### src/rtl/fft_pkg.sv
// Shared FFT output-side definitions: component width, lane count, complex pair type.
// Pure declarations; no logic and no latency.
// No flow control lives here.
package fft_pkg;

    localparam int FFT_BIT     = 17;
    localparam int FFT_LANES   = 4;
    localparam int FFT_LANE_W  = $clog2(FFT_LANES);

    typedef struct packed {
        logic [FFT_BIT-1:0] re;
        logic [FFT_BIT-1:0] im;
    } fft_cplx_t;

    // The lane counter wraps at FFT_LANES, which is a power of two.
    function automatic logic [FFT_LANE_W-1:0] lane_next(input logic [FFT_LANE_W-1:0] lane);
        return lane + 1'b1;
    endfunction

    function automatic logic lane_is_last(input logic [FFT_LANE_W-1:0] lane);
        return lane == FFT_LANE_W'(FFT_LANES - 1);
    endfunction

endpackage

### src/rtl/fft_out_serializer_if.sv
// Four-lane complex input word plus serial complex output stream with frame markers.
// Wires only; no latency.
// Valid/ready on both sides: iVALID/oREADY in, oVALID/iREADY out.
interface fft_out_serializer_if #(
    parameter int BIT    = 17,
    parameter int N_LOG2 = 8
);
    logic [BIT-1:0]    iX0_RE;
    logic [BIT-1:0]    iX0_IM;
    logic [BIT-1:0]    iX1_RE;
    logic [BIT-1:0]    iX1_IM;
    logic [BIT-1:0]    iX2_RE;
    logic [BIT-1:0]    iX2_IM;
    logic [BIT-1:0]    iX3_RE;
    logic [BIT-1:0]    iX3_IM;
    logic              iVALID;
    logic              oREADY;
    logic [BIT-1:0]    oRE;
    logic [BIT-1:0]    oIM;
    logic              oVALID;
    logic              iREADY;
    logic [N_LOG2-1:0] oIDX;
    logic              oSOF;
    logic              oEOF;

    // Upstream mix stage plus downstream sink, seen as one environment.
    modport master (
        output iX0_RE, iX0_IM, iX1_RE, iX1_IM,
        output iX2_RE, iX2_IM, iX3_RE, iX3_IM,
        output iVALID, iREADY,
        input  oREADY, oRE, oIM, oVALID, oIDX, oSOF, oEOF
    );

    modport slave (
        input  iX0_RE, iX0_IM, iX1_RE, iX1_IM,
        input  iX2_RE, iX2_IM, iX3_RE, iX3_IM,
        input  iVALID, iREADY,
        output oREADY, oRE, oIM, oVALID, oIDX, oSOF, oEOF
    );

endinterface

### src/rtl/fft_out_bank.sv
// One 4-lane complex register bank with whole-word write enable and a lane read mux.
// Write lands on the clock edge; read is combinational from the stored lanes.
// No flow control; the owner decides when to write and which lane to read.
module fft_out_bank
    import fft_pkg::*;
#(
    parameter type T = fft_cplx_t
) (
    input  logic                  iCLK,
    input  logic                  iRESET,
    input  logic                  i_we,
    input  T [FFT_LANES-1:0]      i_wdat,
    input  logic [FFT_LANE_W-1:0] i_sel,
    output T                      o_rdat
);

    T [FFT_LANES-1:0] r_lane;

    always_ff @(posedge iCLK or negedge iRESET) begin
        if (!iRESET) begin
            r_lane <= '0;
        end else if (i_we) begin
            r_lane <= i_wdat;
        end
    end

    assign o_rdat = r_lane[i_sel];

endmodule

### src/rtl/fft_out_serializer.sv
// Ping-pong serializer: 4-lane complex words in, one complex sample per cycle out.
// Latency 1 cycle from accept to lane 0; optional frame index/SOF/EOF under FFT_OUT_FRAME_EN.
// oREADY while a bank is empty (registered only); output holds while iREADY is low.
module fft_out_serializer
    import fft_pkg::*;
#(
    parameter int BIT    = FFT_BIT,
    parameter int N_LOG2 = 8
) (
    input  logic                iCLK,
    input  logic                iRESET,
    fft_out_serializer_if.slave bus
);

    typedef struct packed {
        logic [BIT-1:0] re;
        logic [BIT-1:0] im;
    } cplx_t;

    logic [1:0]            r_full;
    logic [1:0]            w_full_nxt;
    logic                  r_wptr;
    logic                  r_rptr;
    logic                  r_run;
    logic [FFT_LANE_W-1:0] r_lane;
    logic [FFT_LANE_W-1:0] w_lane_nxt;
    logic                  w_rptr_nxt;
    logic                  w_wptr_nxt;

    logic                  w_rdy;
    logic                  w_vld;
    logic                  w_acc;
    logic                  w_xfer;
    logic                  w_last;
    logic [1:0]            w_we;

    cplx_t [FFT_LANES-1:0] w_wdat;
    cplx_t                 w_rd [2];
    cplx_t                 w_sel;

    // r_run keeps oREADY low through reset and rises on the first edge after release.
    assign w_rdy  = r_run & ~(r_full[0] & r_full[1]);
    assign w_vld  = r_full[r_rptr];
    assign w_acc  = bus.iVALID & w_rdy;
    assign w_xfer = w_vld & bus.iREADY;
    assign w_last = w_xfer & lane_is_last(r_lane);

    always_comb begin
        w_wdat[0].re = bus.iX0_RE;
        w_wdat[0].im = bus.iX0_IM;
        w_wdat[1].re = bus.iX1_RE;
        w_wdat[1].im = bus.iX1_IM;
        w_wdat[2].re = bus.iX2_RE;
        w_wdat[2].im = bus.iX2_IM;
        w_wdat[3].re = bus.iX3_RE;
        w_wdat[3].im = bus.iX3_IM;
    end

    // Banks fill and drain in the same order, so whenever any bank is empty
    // the write pointer already points at it; accept and drain never collide.
    always_comb begin
        w_full_nxt = r_full;
        w_lane_nxt = r_lane;
        w_rptr_nxt = r_rptr;
        w_wptr_nxt = r_wptr;
        w_we       = 2'b00;
        if (w_xfer) begin
            w_lane_nxt = lane_next(r_lane);
        end
        if (w_last) begin
            w_full_nxt[r_rptr] = 1'b0;
            w_lane_nxt         = '0;
            w_rptr_nxt         = ~r_rptr;
        end
        if (w_acc) begin
            w_full_nxt[r_wptr] = 1'b1;
            w_we[r_wptr]       = 1'b1;
            w_wptr_nxt         = ~r_wptr;
        end
    end

    always_ff @(posedge iCLK or negedge iRESET) begin
        if (!iRESET) begin
            r_full <= 2'b00;
            r_wptr <= 1'b0;
            r_rptr <= 1'b0;
            r_lane <= '0;
            r_run  <= 1'b0;
        end else begin
            r_full <= w_full_nxt;
            r_wptr <= w_wptr_nxt;
            r_rptr <= w_rptr_nxt;
            r_lane <= w_lane_nxt;
            r_run  <= 1'b1;
        end
    end

    for (genvar b = 0; b < 2; b++) begin : g_bank
        fft_out_bank #(
            .T (cplx_t)
        ) u_bank (
            .iCLK   (iCLK),
            .iRESET (iRESET),
            .i_we   (w_we[b]),
            .i_wdat (w_wdat),
            .i_sel  (r_lane),
            .o_rdat (w_rd[b])
        );
    end

    assign w_sel      = r_rptr ? w_rd[1] : w_rd[0];
    assign bus.oREADY = w_rdy;
    assign bus.oVALID = w_vld;
    assign bus.oRE    = w_sel.re;
    assign bus.oIM    = w_sel.im;

`ifdef FFT_OUT_FRAME_EN
    logic [N_LOG2-1:0] r_idx;

    // The index wraps naturally at 2^N_LOG2.
    always_ff @(posedge iCLK or negedge iRESET) begin
        if (!iRESET) begin
            r_idx <= '0;
        end else if (w_xfer) begin
            r_idx <= r_idx + 1'b1;
        end
    end

    assign bus.oIDX = r_idx;
    assign bus.oSOF = w_vld & (r_idx == '0);
    assign bus.oEOF = w_vld & (r_idx == '1);
`else
    assign bus.oIDX = '0;
    assign bus.oSOF = 1'b0;
    assign bus.oEOF = 1'b0;
`endif

endmodule

### src/flat_wrapper.sv
// flat-port wrapper written by rule: the top's interface ports become plain ports
module fft_out_serializer_flat import fft_pkg::*;
#(
    parameter int BIT    = FFT_BIT,
    parameter int N_LOG2 = 8
)
  (iCLK, iRESET, bus_iX0_RE, bus_iX0_IM, bus_iX1_RE, bus_iX1_IM, bus_iX2_RE, bus_iX2_IM, bus_iX3_RE, bus_iX3_IM, bus_iVALID, bus_iREADY, bus_oREADY, bus_oRE, bus_oIM, bus_oVALID, bus_oIDX, bus_oSOF, bus_oEOF);
  fft_out_serializer_if #(.BIT(BIT), .N_LOG2(N_LOG2)) bus_i ();
  input  logic iCLK;
  input  logic iRESET;
  input wire logic [$bits(bus_i.iX0_RE)-1:0] bus_iX0_RE;
  input wire logic [$bits(bus_i.iX0_IM)-1:0] bus_iX0_IM;
  input wire logic [$bits(bus_i.iX1_RE)-1:0] bus_iX1_RE;
  input wire logic [$bits(bus_i.iX1_IM)-1:0] bus_iX1_IM;
  input wire logic [$bits(bus_i.iX2_RE)-1:0] bus_iX2_RE;
  input wire logic [$bits(bus_i.iX2_IM)-1:0] bus_iX2_IM;
  input wire logic [$bits(bus_i.iX3_RE)-1:0] bus_iX3_RE;
  input wire logic [$bits(bus_i.iX3_IM)-1:0] bus_iX3_IM;
  input wire logic [$bits(bus_i.iVALID)-1:0] bus_iVALID;
  input wire logic [$bits(bus_i.iREADY)-1:0] bus_iREADY;
  output wire logic [$bits(bus_i.oREADY)-1:0] bus_oREADY;
  output wire logic [$bits(bus_i.oRE)-1:0] bus_oRE;
  output wire logic [$bits(bus_i.oIM)-1:0] bus_oIM;
  output wire logic [$bits(bus_i.oVALID)-1:0] bus_oVALID;
  output wire logic [$bits(bus_i.oIDX)-1:0] bus_oIDX;
  output wire logic [$bits(bus_i.oSOF)-1:0] bus_oSOF;
  output wire logic [$bits(bus_i.oEOF)-1:0] bus_oEOF;
  assign bus_i.iX0_RE = bus_iX0_RE;
  assign bus_i.iX0_IM = bus_iX0_IM;
  assign bus_i.iX1_RE = bus_iX1_RE;
  assign bus_i.iX1_IM = bus_iX1_IM;
  assign bus_i.iX2_RE = bus_iX2_RE;
  assign bus_i.iX2_IM = bus_iX2_IM;
  assign bus_i.iX3_RE = bus_iX3_RE;
  assign bus_i.iX3_IM = bus_iX3_IM;
  assign bus_i.iVALID = bus_iVALID;
  assign bus_i.iREADY = bus_iREADY;
  assign bus_oREADY = bus_i.oREADY;
  assign bus_oRE = bus_i.oRE;
  assign bus_oIM = bus_i.oIM;
  assign bus_oVALID = bus_i.oVALID;
  assign bus_oIDX = bus_i.oIDX;
  assign bus_oSOF = bus_i.oSOF;
  assign bus_oEOF = bus_i.oEOF;
  fft_out_serializer #(.BIT(BIT), .N_LOG2(N_LOG2)) u_core (.iCLK(iCLK), .iRESET(iRESET), .bus(bus_i));
endmodule
### config.mk
export PLATFORM = sky130hd
export DESIGN_NAME = fft_out_serializer_flat
export DESIGN_NICKNAME = d
export VERILOG_FILES = /design/src/rtl/fft_pkg.sv /design/src/rtl/fft_out_serializer_if.sv /design/src/rtl/fft_out_bank.sv /design/src/rtl/fft_out_serializer.sv /design/src/flat_wrapper.sv
export SDC_FILE = /design/constraint.sdc
export NUM_CORES = 1
export LEC_CHECK = 0
export ABC_AREA = 1
export BUFFER_PORTS_ARGS = -buffer_cell sky130_fd_sc_hd__buf_2
export CAP_MARGIN = 20
export CORE_UTILIZATION = 40
export CTS_BUF_LIST = sky130_fd_sc_hd__clkbuf_8
export DETAILED_ROUTE_END_ITERATION = 10
export PLACE_DENSITY = 0.71
export SLEW_MARGIN = 20
export SYNTH_ARGS = -nofsm -noshare
export SYNTH_HDL_FRONTEND = slang
export SYNTH_SLANG_ARGS = --single-unit
### constraint.sdc
create_clock -name iCLK -period 1.4 [get_ports iCLK]
set_input_delay 0.35 -clock iCLK [delete_from_list [all_inputs] [get_ports iCLK]]
set_output_delay 0.35 -clock iCLK [all_outputs]
set_load 0.05 [all_outputs]
======== Word level (Yosys, flattened, before mapping) ========
Cells that the tools add are included.
word-level totals
  flip-flop bits (word level) ............. 279
  input bits .............................. 140
  output and inout port bits .............. 46
  logic and storage cells ................. 58
cells by class
  add/sub/neg operators ................... 1
  magnitude comparators ................... 5
  equal/unequal tests ..................... 1
  multiplexer cells ....................... 16
  bitwise operators ....................... 11
  reduce and logical (&&, ||, !) cells .... 3
operators with widths
  operator                                                                       number
  34-bit binary-select mux with 2-bit select                                     2
  34-bit 2-to-1 mux                                                              3
  2-bit 2-to-1 mux                                                               5
  1-bit AND                                                                      5
  1-bit by 2-bit less-than comparator with 1-bit output (second input constant)  2
  1-bit 2-to-1 mux                                                               4
  2-bit by 3-bit less-than comparator with 1-bit output (second input constant)  1
  1-bit NOT                                                                      3
  2-bit by 1-bit adder with 2-bit output (second input constant)                 1
  2-bit AND                                                                      1
  1-bit demux with 1-bit select                                                  2
  2-bit equality test (second input constant)                                    1
  1-bit greater-or-equal comparator (second input constant)                      2
  1-bit logical AND                                                              2
  2-bit NOT                                                                      1
  2-bit bitwise OR                                                               1
  2-bit nonzero test                                                             1

======== Depth between registers and ports, before layout ========
Gate-level depths: netlist (run 1).
  depth in word-level cells ............... 9
  depth in mapped cells ................... 8
  gate-level depth less buffers ........... 6

======== Modules after synthesis ========
Synthesis (run 1) repeated with hierarchy kept, for this count alone.
unflattened totals
  cells, all modules ...................... 1834
  area, all modules ....................... 13643.1 µm²
modules (own cells, without submodules)
  module              instances  cells each  area an instance (µm²)  seq. area each (µm²)
  fft_out_bank        2          836         6387.4                  3403.3
  fft_out_serializer  1          162         868.3                   175.2

======== Worst setup path after synthesis (run 1) ========
No wires, ideal clock.
  kind .................................... reg-to-output
  from .................................... reg u_core.r_lane[1]
  to ...................................... out bus_oIM[10]
  data arrival time ....................... 1420 ps
  data required time ...................... 1050 ps
  setup slack ............................. -370 ps
  cell stages (with the launch flop) ...... 9
  buffers on the path ..................... 3
  cell sequence ........................... dfrtp_1 -> buf_2 -> inv_2 -> buf_2 -> buf_4 -> nand3_1 -> nand2_1 -> nand2_1 -> nand2_1
between the ends
  longest elaborated chain between the ends .. 3
  elaborated cells between the ends (all ways) .. 5
  those cells by class .................... mux (5)
ends and longest elaborated chain
  item                                        line                       source
  start, declared                             fft_out_serializer.sv:25   logic [FFT_LANE_W-1:0] r_lane;
  start signal, assigned                      fft_out_serializer.sv:93   r_lane <= w_lane_nxt;
  34-bit binary-select mux with 2-bit select  fft_out_bank.sv:27         assign o_rdat = r_lane[i_sel];
  34-bit 2-to-1 mux (not written as such)     fft_out_bank.sv:27
  34-bit 2-to-1 mux (*)                       fft_out_serializer.sv:111  assign w_sel = r_rptr ? w_rd[1] : w_rd[0];
  end, declared                               flat_wrapper.sv:23         output wire logic [$bits(bus_i.oIM)-1:0] bus_oIM;
Every way passes the cells marked *; elsewhere a longest branch is shown, timed or not. The select of a mux whose other input is x is not followed.

======== Worst setup path after layout (run 1) ========
  from .................................... reg u_core.r_lane[0]
  to ...................................... out bus_oRE[0]
between the ends
  longest elaborated chain between the ends .. 3
  elaborated cells between the ends (all ways) .. 5
  those cells by class .................... mux (5)
ends and longest elaborated chain
  item                                        line                       source
  34-bit binary-select mux with 2-bit select  fft_out_bank.sv:27
  34-bit 2-to-1 mux (not written as such)     fft_out_bank.sv:27
  34-bit 2-to-1 mux (*)                       fft_out_serializer.sv:111
  end, declared                               flat_wrapper.sv:22         output wire logic [$bits(bus_i.oRE)-1:0] bus_oRE;
Marked as above.

==> impl_metrics.tcl, run 1 <==
set metrics [dict create \
    ys_ff_latch 279 \
    reg2reg_setup_slack_ns -0.34 \
    start_kind "flop" \
    dp_hpwl_um 27790 \
    finalSetupViolCount 267 \
    clockBufferDepth 3 \
    cts_inserted_buffers 47 \
    critPathMostFrequentCell "nand2_1" \
    syn_area_per_cell_um2 7.468 \
    drv_slew 0 \
    crit_chain "buf_8 > clkbuf_16 > nand2_1 > nand3_1 > nand2_1 > nand2_1 > nand2_4 > buf_8" \
    clkSlewWorstSetupHoldPaths_ns 0.07 \
    final_area_um2 20600 \
    io_buffers 175 \
    post_drt_via_cell_ratio 5.314 \
    async_reset_ff_share_pct 100.0 \
    via_count 14273 \
    slew_headroom_pct 50.44 \
    min_path_cells 3 \
    rows 67 \
    area_growth_pct 50.72 \
    fmax_mhz 397.7 \
    worst-slew-pin-transition_ns 0.7357 \
    max_stage_delay_ns 0.58 \
    drive_gt1_share_pct 31.82 \
    antenna_left 0 \
    synth_top_area_share_pct 51.09 \
    htree_levels 2 \
    final_core_util_pct 61.43 \
    synth.area.top_cells "dfrtp_1 51%, nand2_1 20%, inv_1 7.6%, o21ai_0 5.3%, nand3_1 5.1%" \
    drt_iter0_markers 1422 \
    required_ns 1.05 \
    peakVddDrop_uv 1905 \
    synthesis.area_um2 13670 \
    min_period_ns 2.514 \
    hold_path_startpoint "bus_iX3_RE[2]" \
    drt_first_pass_iters 6 \
    r2r_cells 4 \
    ys_types 28 \
    rsz0062_at_grt "true" \
    synth_edf_count 0 \
    outcome "finished, violations left" \
    track_usage_pct 25.06 \
    coreArea_um2 33530 \
    critical-path-slowest-cell "dfrtp_4" \
    initial_utilization_pct 40.75 \
    yosysWarnings 0 \
    grt_start_max_net_pins 53 \
    dpl_cell_area_um2 15840 \
    fin_crit_sh_pct 179.6 \
    fillerInstances 2551 \
    die_x_um 186.8 \
    dieArea_um2 34910 \
    r2r-end "u_core.r_full[1]" \
    seq_area_frac_synth_pct 51.09 \
    avgRoutedWirePerCell_um 18.81 \
    synth_common_cells "715 x nand2_1, 279 x dfrtp_1, 278 x inv_1" \
    min_path_type "input pin to flop" \
    synth_largest_area_cell "dfrtp_1" \
    ys.flop_type "dfrtp_1" \
    finalWirelength_um 50530 \
    skew_ns 0.03875 \
    yosysMostFrequentCell "nand2_1" \
    worst-endpoint-arrival_ns 2.16 \
    path_class "flop to output port" \
    finalWeightedCongestion 0.9149 \
    die_h_um 186.8 \
    cp-end-kind "output port" \
    grt_pass1_wl_um 69810 \
    nNetsFinal 2330 \
    grt_overflow 0 \
    clockRootBuffer "clkbuf_8" \
    io_pins 186 \
    dp_cells 2419 \
    drcViolationCount 0 \
    grt_pass1_vias 12987 \
    synthCells 1830 \
    violations "setup timing" \
    finalPower_mw 52.72 \
    clkLatencyLatePin_ns 0.60 \
    powerDensity_nw_per_um2 2560 \
    setup_ws_ns -1.114 \
    hold_viol 0 \
    min_to "u_core.g_bank[0].u_bank.r_lane[121]" \
    pre_cts_ws_ns -0.4261 \
    cts_tree "yes" \
    instances_no_fill 2686 \
    r2r-start "u_core.r_lane[0]" \
    drv_cap 0 \
    cts_sinks 279 \
    path_max_fanout 12 \
    p_leak_nw 10.40 \
    grt_antenna_before_repair 15 \
]
-- critical path, delay by kind of cell (launching register included) --
kind / cells / cell delay [ns]
flip-flops: 1 / 0.58
buffers and inverters: 3 / 0.51
AND/OR/NAND/NOR: 5 / 0.46
-- cell families (layout without fill, tap and decap cells) --
kind of cell	count (synthesis)	in the layout	synth area share, %
other	2	24	0.05496
AO/OA/AOI/OAI	275	275	10.38
buffers and inverters	402	788	12.84
flip-flops	279	279	51.09
adder cells (fa/ha/maj)	1	1	0.09154
AND/OR/NAND/NOR	871	871	25.54
-- repair_timing --
action                                 in CTS  in global routing
cloned                                     12                 33
endpoints found under the hold margin     247                  1
buffers inserted                            6                 12
hold buffers                              109                  1
resized for setup                         136                335
pin swaps                                  12                 45
setup endpoints to repair                  49                286
-- placed cells by master, fill, tap and decap left out, types with 2 or more instances in the layout --
cell,synthesis,layout
o21ai_0,145,111
nand2_2,11,143
buf_6,6,23
o21ai_2,10,69
buf_4,19,31
buf_16,0,14
conb_1,2,11
o21ai_1,118,91
dlygate4sd3_1,0,110
nand3_1,138,86
diode_2,0,13
nor2_4,0,2
nand2_4,0,52
nand2_1,715,531
nand4_1,2,2
clkinvlp_4,0,2
nand3_2,1,49
buf_12,1,47
nand3_4,0,4
inv_1,278,295
o21ai_4,0,2
clkbuf_8,0,61
inv_6,0,2
buf_8,1,32
buf_2,77,138
clkinv_2,0,3
dfrtp_1,279,277
clkbuf_16,0,27
-- layer usage --
metal | part of all wire, % | up-vias | GRT usage [%]
met1 | 40 | 6821 | 34.36
met4 | 4.7 | 8 | 11.07
met2 | 45 | 899 | 37.73
li1 | - | 6326 | -
met3 | 10 | 219 | 6.023
met5 | 0.093 | - | 0
-- how the worst max path moves through the flow --
stage	from	to	slack, ns	cells past startpoint
final	u_core.r_lane[0]	bus_oRE[0]	-1.11	8
after detailed placement	u_core.r_lane[0]	bus_oIM[5]	-0.43	8
after global placement	u_core.r_lane[0]	bus_oIM[15]	-0.41	8
after CTS	u_core.r_lane[0]	bus_oRE[3]	-1.04	9
after floorplan	u_core.r_lane[1]	bus_oIM[0]	-0.21	7
after global routing	u_core.r_lane[0]	bus_oIM[0]	-1.15	8
-- power breakdown --
part           internal (mW)  switching (mW)
combinational           12.6            19.5
sequential              12.0            1.31
clock                   3.90            3.44
-- area by class of cell --
type                    count  area (um^2)  share of cell area [%]
repair buffers            422         4766                   23.14
inverters                 280         1069                   5.188
well taps                 448        560.5                   2.721
multi-input cells        1158         6231                   30.25
diodes                     13        32.53                  0.1579
repair inverters            1        6.256                 0.03037
clock inverters            24        106.4                  0.5163
clock buffers              61        839.6                   4.076
flip-flops and latches    279         6987                   33.92
-- stage by stage --
step                hold WS (ns)  TNS [ns]
floorplan                0.05441    -5.637
CTS                   0.00005451    -39.11
detailed placement        0.2762    -13.49
finish                  0.008420    -56.29
global placement          0.2701    -12.58
global route            0.008005    -84.31
-- registers in the layout (all words and copies together), names as in the netlist --
name	flops
u_core.r_full	2
u_core.r_rptr	1
u_core.g_bank.u_bank.r_lane	272
u_core.r_run	1
u_core.r_wptr	1
u_core.r_lane	2
Note: power is estimated with default switching activity, not from simulation.
==> run 2, diff against run 1 <==
--- a/config.mk
+++ b/config.mk
@@ -11,7 +11,7 @@
 export CORE_UTILIZATION = 40
 export CTS_BUF_LIST = sky130_fd_sc_hd__clkbuf_8
 export DETAILED_ROUTE_END_ITERATION = 10
-export PLACE_DENSITY = 0.71
+export PLACE_DENSITY = 0.69
 export SLEW_MARGIN = 20
 export SYNTH_ARGS = -nofsm -noshare
 export SYNTH_HDL_FRONTEND = slang
==> constraint.sdc (replaced) <==
create_clock -name iCLK -period 3 [get_ports iCLK]
set_input_delay 0.75 -clock iCLK [delete_from_list [all_inputs] [get_ports iCLK]]
set_output_delay 0.75 -clock iCLK [all_outputs]
set_load 0.05 [all_outputs]
==> impl_metrics.tcl, run 2 (same netlist as run 1, synthesis figures left out) <==
set metrics [dict create \
    outcome "finished clean" \
    grt_start_max_net_pins 147 \
    powerDensity_nw_per_um2 1209 \
    hold_viol 0 \
    die_h_um 186.8 \
    path_max_fanout 25 \
    fin_crit_sh_pct 97.10 \
    via_count 11912 \
    path_class "flop to output port" \
    critPathMostFrequentCell "nand2_1" \
    cts_tree "yes" \
    instances_no_fill 2463 \
    required_ns 2.25 \
    pre_cts_ws_ns 0.5751 \
    multiInputGateArea_um2 4979 \
    dp_hpwl_um 25850 \
    top_regs "u_core.g_bank.u_bank.r_lane (272), u_core.r_full (2), u_core.r_lane (2)" \
    largest-register "u_core.g_bank.u_bank.r_lane" \
    worst-endpoint-arrival_ns 2.16 \
    avgRoutedWirePerCell_um 15.67 \
    reg2reg_setup_slack_ns 1.22 \
    startpoint "u_core.r_lane[0]" \
    min_period_ns 2.913 \
    drcViolationCount 0 \
    initial_utilization_pct 40.75 \
    r2r_cells 5 \
    area_growth_pct 16.37 \
    fmax_mhz 343.3 \
    antenna_left 0 \
    fillerInstances 3296 \
    drv_cap 0 \
    finalWeightedCongestion 0.8604 \
    cts_inserted_buffers 48 \
    post_drt_via_cell_ratio 4.836 \
    dieArea_um2 34910 \
    dp_cells 2367 \
    max_stage_delay_ns 0.53 \
    track_usage_pct 22.22 \
    grt_antenna_before_repair 23 \
    clkLatencyLatePin_ns 0.57 \
    io_pins 186 \
    htree_levels 2 \
    grt_pass1_vias 11228 \
    min_path_type "input pin to asynchronous set/reset pin" \
    cp-end-kind "output port" \
    worst-slew-pin-transition_ns 0.6650 \
    io_buffers 175 \
    critical-path-slowest-cell "dfrtp_4" \
    finalSetupViolCount 0 \
    r2r-start "u_core.r_full[1]" \
    cts_sinks 279 \
    finalWirelength_um 38590 \
    worst-path-buf-inv 3 \
    coreArea_um2 33530 \
    setup_tns_ns 0 \
    drive_gt1_share_pct 14.99 \
    skew_ns 0.01286 \
    p_leak_nw 8.313 \
    clkSlewWorstSetupHoldPaths_ns 0.06 \
    final_common_cell "nand2_1" \
    r2r-end "u_core.g_bank[1].u_bank.r_lane[100]" \
    clockRootBuffer "clkbuf_8" \
    drv_slew 0 \
    mostFrequentLayoutCells "715 x nand2_1, 292 x inv_1, 277 x dfrtp_1" \
    slew_headroom_pct 55.66 \
    clockBufferDepth 3 \
    grt_pass1_wl_um 61610 \
    grt_overflow 0 \
    crit_chain "inv_8 > buf_6 > nand2_1 > nand3_1 > nand2_1 > nand2_1 > nand2_1 > buf_2" \
    critPathTopFamily "buffers and inverters" \
    nNetsFinal 2111 \
    drt_first_pass_iters 7 \
    largest_register_ffs 272 \
    seqCellArea_um2 6987 \
    hold_buffers 0 \
    start_kind "flop" \
    drt_iter0_markers 936 \
    die_x_um 186.8 \
    setup_ws_ns 0.08696 \
    rsz0062_at_grt "true" \
    peakVddDrop_uv 652.2 \
    rows 67 \
]
==> run 2: power breakdown <==
part	internal [mW]	switching (mW)	leakage, nW	total [mW]
sequential	5.61	0.520	3.39	6.13
clock	1.92	1.53	0.552	3.45
combinational	2.79	6.86	4.37	9.64
total	10.3	8.90	8.31	19.2
==> run 2: area by class of cell <==
| class | count | share of cell area [%] |
|---|---|---|
| Tap cell | 448 | 3.525 |
| Sequential cell | 279 | 43.93 |
| Inverter | 280 | 6.656 |
| Clock inverter | 19 | 0.6373 |
| Antenna cell | 14 | 0.2203 |
| Clock buffer | 62 | 5.366 |
| Timing Repair Buffer | 203 | 8.356 |
| Multi-Input combinational cell | 1158 | 31.31 |
==> run 2: through the flow <==
step	hold WS (ns)	power [mW]	cell area, um^2	util, %
after floorplan	0.4544	13.21	13700	-
after global placement	0.4987	15.45	14850	44.29
after detailed placement	0.5051	15.67	14850	44.29
after CTS	0.1512	19.22	15820	47.18
after global routing	0.1669	20.76	15880	47.37
final	0.1417	19.22	15900	47.43
==> run 2: worst register-to-register path: stages (launching register included) <==
cell	delay [ns]
dfrtp_1	0.40
nand2_2	0.08
nand3_2	0.12
nor2_4	0.53
buf_4	0.38
o21ai_0	0.14
==> run 2: worst max-delay path by stage <==
stage,slack (ns),to,depth (start not counted)
2_1_floorplan,0.83,bus_oIM[10],8
3_3_place_gp,0.56,bus_oRE[13],8
3_5_place_dp,0.58,bus_oRE[15],8
4_1_cts,0.02,bus_oRE[1],8
5_1_grt,-0.02,bus_oRE[0],7
6_report,0.09,bus_oRE[15],8
==> run 2: what timing repair did <==
item,in CTS,in global routing
cloned,0,1
buffers inserted,0,0
resized for setup,4,8
endpoints found under the setup margin,11,13
==> run 2: metal layers <==
metal	track usage [%]	share of wire, %	vias up
met5	0	0.27	-
met3	8.799	11	63
met2	30.34	41	405
li1	-	-	5856
met4	7.188	2.2	16
met1	31.90	46	5572
==> run 3, diff against run 2 <==
--- a/config.mk
+++ b/config.mk
@@ -10,9 +10,11 @@
 export CAP_MARGIN = 20
 export CORE_UTILIZATION = 40
 export CTS_BUF_LIST = sky130_fd_sc_hd__clkbuf_8
+export CTS_CLUSTER_DIAMETER = 50
 export DETAILED_ROUTE_END_ITERATION = 10
 export PLACE_DENSITY = 0.69
 export SLEW_MARGIN = 20
 export SYNTH_ARGS = -nofsm -noshare
 export SYNTH_HDL_FRONTEND = slang
+export SYNTH_HIERARCHICAL = 1
 export SYNTH_SLANG_ARGS = --single-unit
==> constraint.sdc (replaced) <==
create_clock -name iCLK -period 3 [get_ports iCLK]
set_input_delay 0.75 -clock iCLK [delete_from_list [all_inputs] [get_ports iCLK]]
set_output_delay 0.75 -clock iCLK [all_outputs]
set_load 0.02 [all_outputs]
==> impl_metrics.tcl, run 3 <==
set metrics [dict create \
    outcome "finished clean" \
    r2r-start "u_core/r_full[1]" \
    worst-slew-pin-transition_ns 0.8268 \
    dieArea_um2 34850 \
    top_regs "u_core/g_bank.u_bank/r_lane (272), u_core/r_full (2), u_core/r_lane (2)" \
    worst-endpoint-arrival_ns 2.16 \
    post_drt_via_cell_ratio 4.956 \
    cts_sinks 279 \
    final_common_cell "nand2_1" \
    htree_levels 2 \
    syn_area_per_cell_um2 7.439 \
    finalWirelength_um 40150 \
    instances_no_fill 2473 \
    max_stage_delay_ns 0.52 \
    avgRoutedWirePerCell_um 16.24 \
    fmax_mhz 344.0 \
    fillerInstances 3303 \
    min_path_type "input pin to asynchronous set/reset pin" \
    seqCellArea_um2 6987 \
    synth.area.top_cells "dfrtp_1 51%, nand2_1 20%, o21ai_0 10%, inv_1 7.7%, nand3_1 5.1%" \
    start_kind "flop" \
    clockBufferDepth 3 \
    grt_overflow 0 \
    clkLatencyLatePin_ns 0.58 \
    critPathTopFamily "buffers and inverters" \
    finalWeightedCongestion 0.8681 \
    r2r_cells 6 \
    hold_buffers 0 \
    fin_crit_sh_pct 96.91 \
    critical-path-slowest-cell "dfrtp_4" \
    die_x_um 186.7 \
    finalPower_mw 18.11 \
    die_h_um 186.7 \
    synthCells 1834 \
    grt_pass1_vias 11210 \
    finalSetupViolCount 0 \
    synth_top_area_share_pct 51.17 \
    rows 67 \
    p_leak_nw 8.346 \
    skew_ns 0.01657 \
    track_usage_pct 22.63 \
    via_count 12255 \
    mostFrequentLayoutCells "727 x nand2_1, 295 x inv_1, 277 x dfrtp_1" \
    powerDensity_nw_per_um2 1134 \
    clockRootBuffer "clkbuf_8" \
    initial_utilization_pct 40.69 \
    required_ns 2.25 \
    worst-path-buf-inv 3 \
    seq_area_frac_synth_pct 51.17 \
    synthesis.area_um2 13640 \
    yosysMostFrequentCell "nand2_1" \
    async_reset_ff_share_pct 100.0 \
    slew_headroom_pct 44.88 \
    cp-end-kind "output port" \
    grt_pass1_wl_um 62270 \
    io_buffers 175 \
    io_pins 186 \
    reg2reg_setup_slack_ns 1.04 \
    drive_gt1_share_pct 14.38 \
    drv_slew 0 \
    hold_viol 0 \
    synth_common_cells "727 x nand2_1, 279 x dfrtp_1, 279 x inv_1" \
    yosysWarnings 6 \
    ys.flop_type "dfrtp_1" \
    clkSlewWorstSetupHoldPaths_ns 0.06 \
    largest-register "u_core/g_bank.u_bank/r_lane" \
    cts_inserted_buffers 47 \
    ys_ff_latch 279 \
    synth_largest_area_cell "dfrtp_1" \
    critPathMostFrequentCell "nand2_1" \
    pre_cts_ws_ns 0.6597 \
    setup_tns_ns 0 \
    r2r-end "u_core/g_bank[0].u_bank/r_lane[89]" \
    setup_ws_ns 0.09266 \
    grt_start_max_net_pins 105 \
    drv_cap 0 \
    nNetsFinal 2121 \
    coreArea_um2 33530 \
    synth_edf_count 0 \
    rsz0062_at_grt "true" \
    drcViolationCount 0 \
    cts_tree "yes" \
    crit_chain "inv_4 > buf_4 > nand2_1 > nand3_1 > nand2_1 > nand2_1 > nand2_1 > buf_2" \
    area_growth_pct 17.07 \
    path_max_fanout 15 \
    multiInputGateArea_um2 4912 \
    largest_register_ffs 272 \
    ys_types 18 \
    dp_hpwl_um 26860 \
    drt_iter0_markers 1187 \
    grt_antenna_before_repair 26 \
    min_period_ns 2.907 \
    path_class "flop to output port" \
    dp_cells 2377 \
    drt_first_pass_iters 5 \
    antenna_left 0 \
    peakVddDrop_uv 512.6 \
]
==> run 3: changes by cell type after synthesis, sizes merged <==
cell    previous run  this run
inv              279       284
nand2            726       730
nand3            139       140
nor2               2         0
or2                1         0
buf              108        91
a31o               1         2
o21ai            273       272
a31oi              1         0
clkinv             1         0
clkbuf            14        30
==> run 3: cell type report <==
type                       instances  area share [%]
timing repair buffer             209           8.837
antenna                            9          0.1410
tap                              448           3.510
inverter                         284           6.769
clock inverter                    20          0.6424
sequential                       279           43.74
clock buffer                      65           5.601
multi-input combinational       1159           30.76
==> run 3: logic make-up after synthesis <==
kind of cell	share of synthesized area (%)
fa+ha+maj	0.09169
flops	51.17
other cells	0.05505
simple gates	25.50
compound gates	10.11
buf+inv	13.07
==> run 3: through the flow <==
stage               area (um^2)  util, %  hold WS (ns)
global route              15960    47.59        0.2385
global placement          14870    44.36        0.4754
CTS                       15870    47.33        0.2385
finish                    15970    47.63        0.1829
detailed placement        14870    44.36        0.4967
floorplan                 13680        -        0.4544
==> run 3: worst reg2reg max path: cells and delay by family (launching register included) <==
family | cells | cell delay [ns]
compound gates | 1 | 0.23
buf+inv | 2 | 0.76
simple gates | 3 | 0.42
flops | 1 | 0.41
==> run 3: routing by layer <==
metal  global-route usage, %  wire length (um)  vias to the layer above
li1                        -                 -                     5857
met1                   33.01             18290                     5795
met2                   31.83             16870                      512
met3                   7.429              4133                       69
met4                   6.431               730                       22
met5                       0               129                        -
==> run 3: where the power goes <==
part           leakage (nW)  switching [mW]  total, mW  internal [mW]
logic                  4.37            5.81       8.47           2.66
clock network         0.581            1.52       3.52           2.00
registers              3.39           0.514       6.12           5.61
total                  8.35            7.85       18.1           10.3
==> run 3: what timing repair did <==
| action | 4_1_cts | 5_1_grt |
|---|---|---|
| buffers inserted | 0 | 0 |
| resized for setup | 0 | 8 |
| setup endpoints to repair | 0 | 25 |
==> run 3: worst max-delay path by stage <==
stage,start,endpoint,slack [ns],depth (start not counted)
2_1_floorplan,u_core/r_lane[0],bus_oIM[13],1.03,8
3_5_place_dp,u_core/r_lane[0],bus_oRE[11],0.66,8
4_1_cts,u_core/r_lane[0],bus_oRE[0],0.02,8
3_3_place_gp,u_core/r_lane[0],bus_oRE[11],0.67,8
5_1_grt,u_core/r_lane[0],bus_oRE[10],-0.03,7
6_report,u_core/r_lane[0],bus_oIM[7],0.09,8
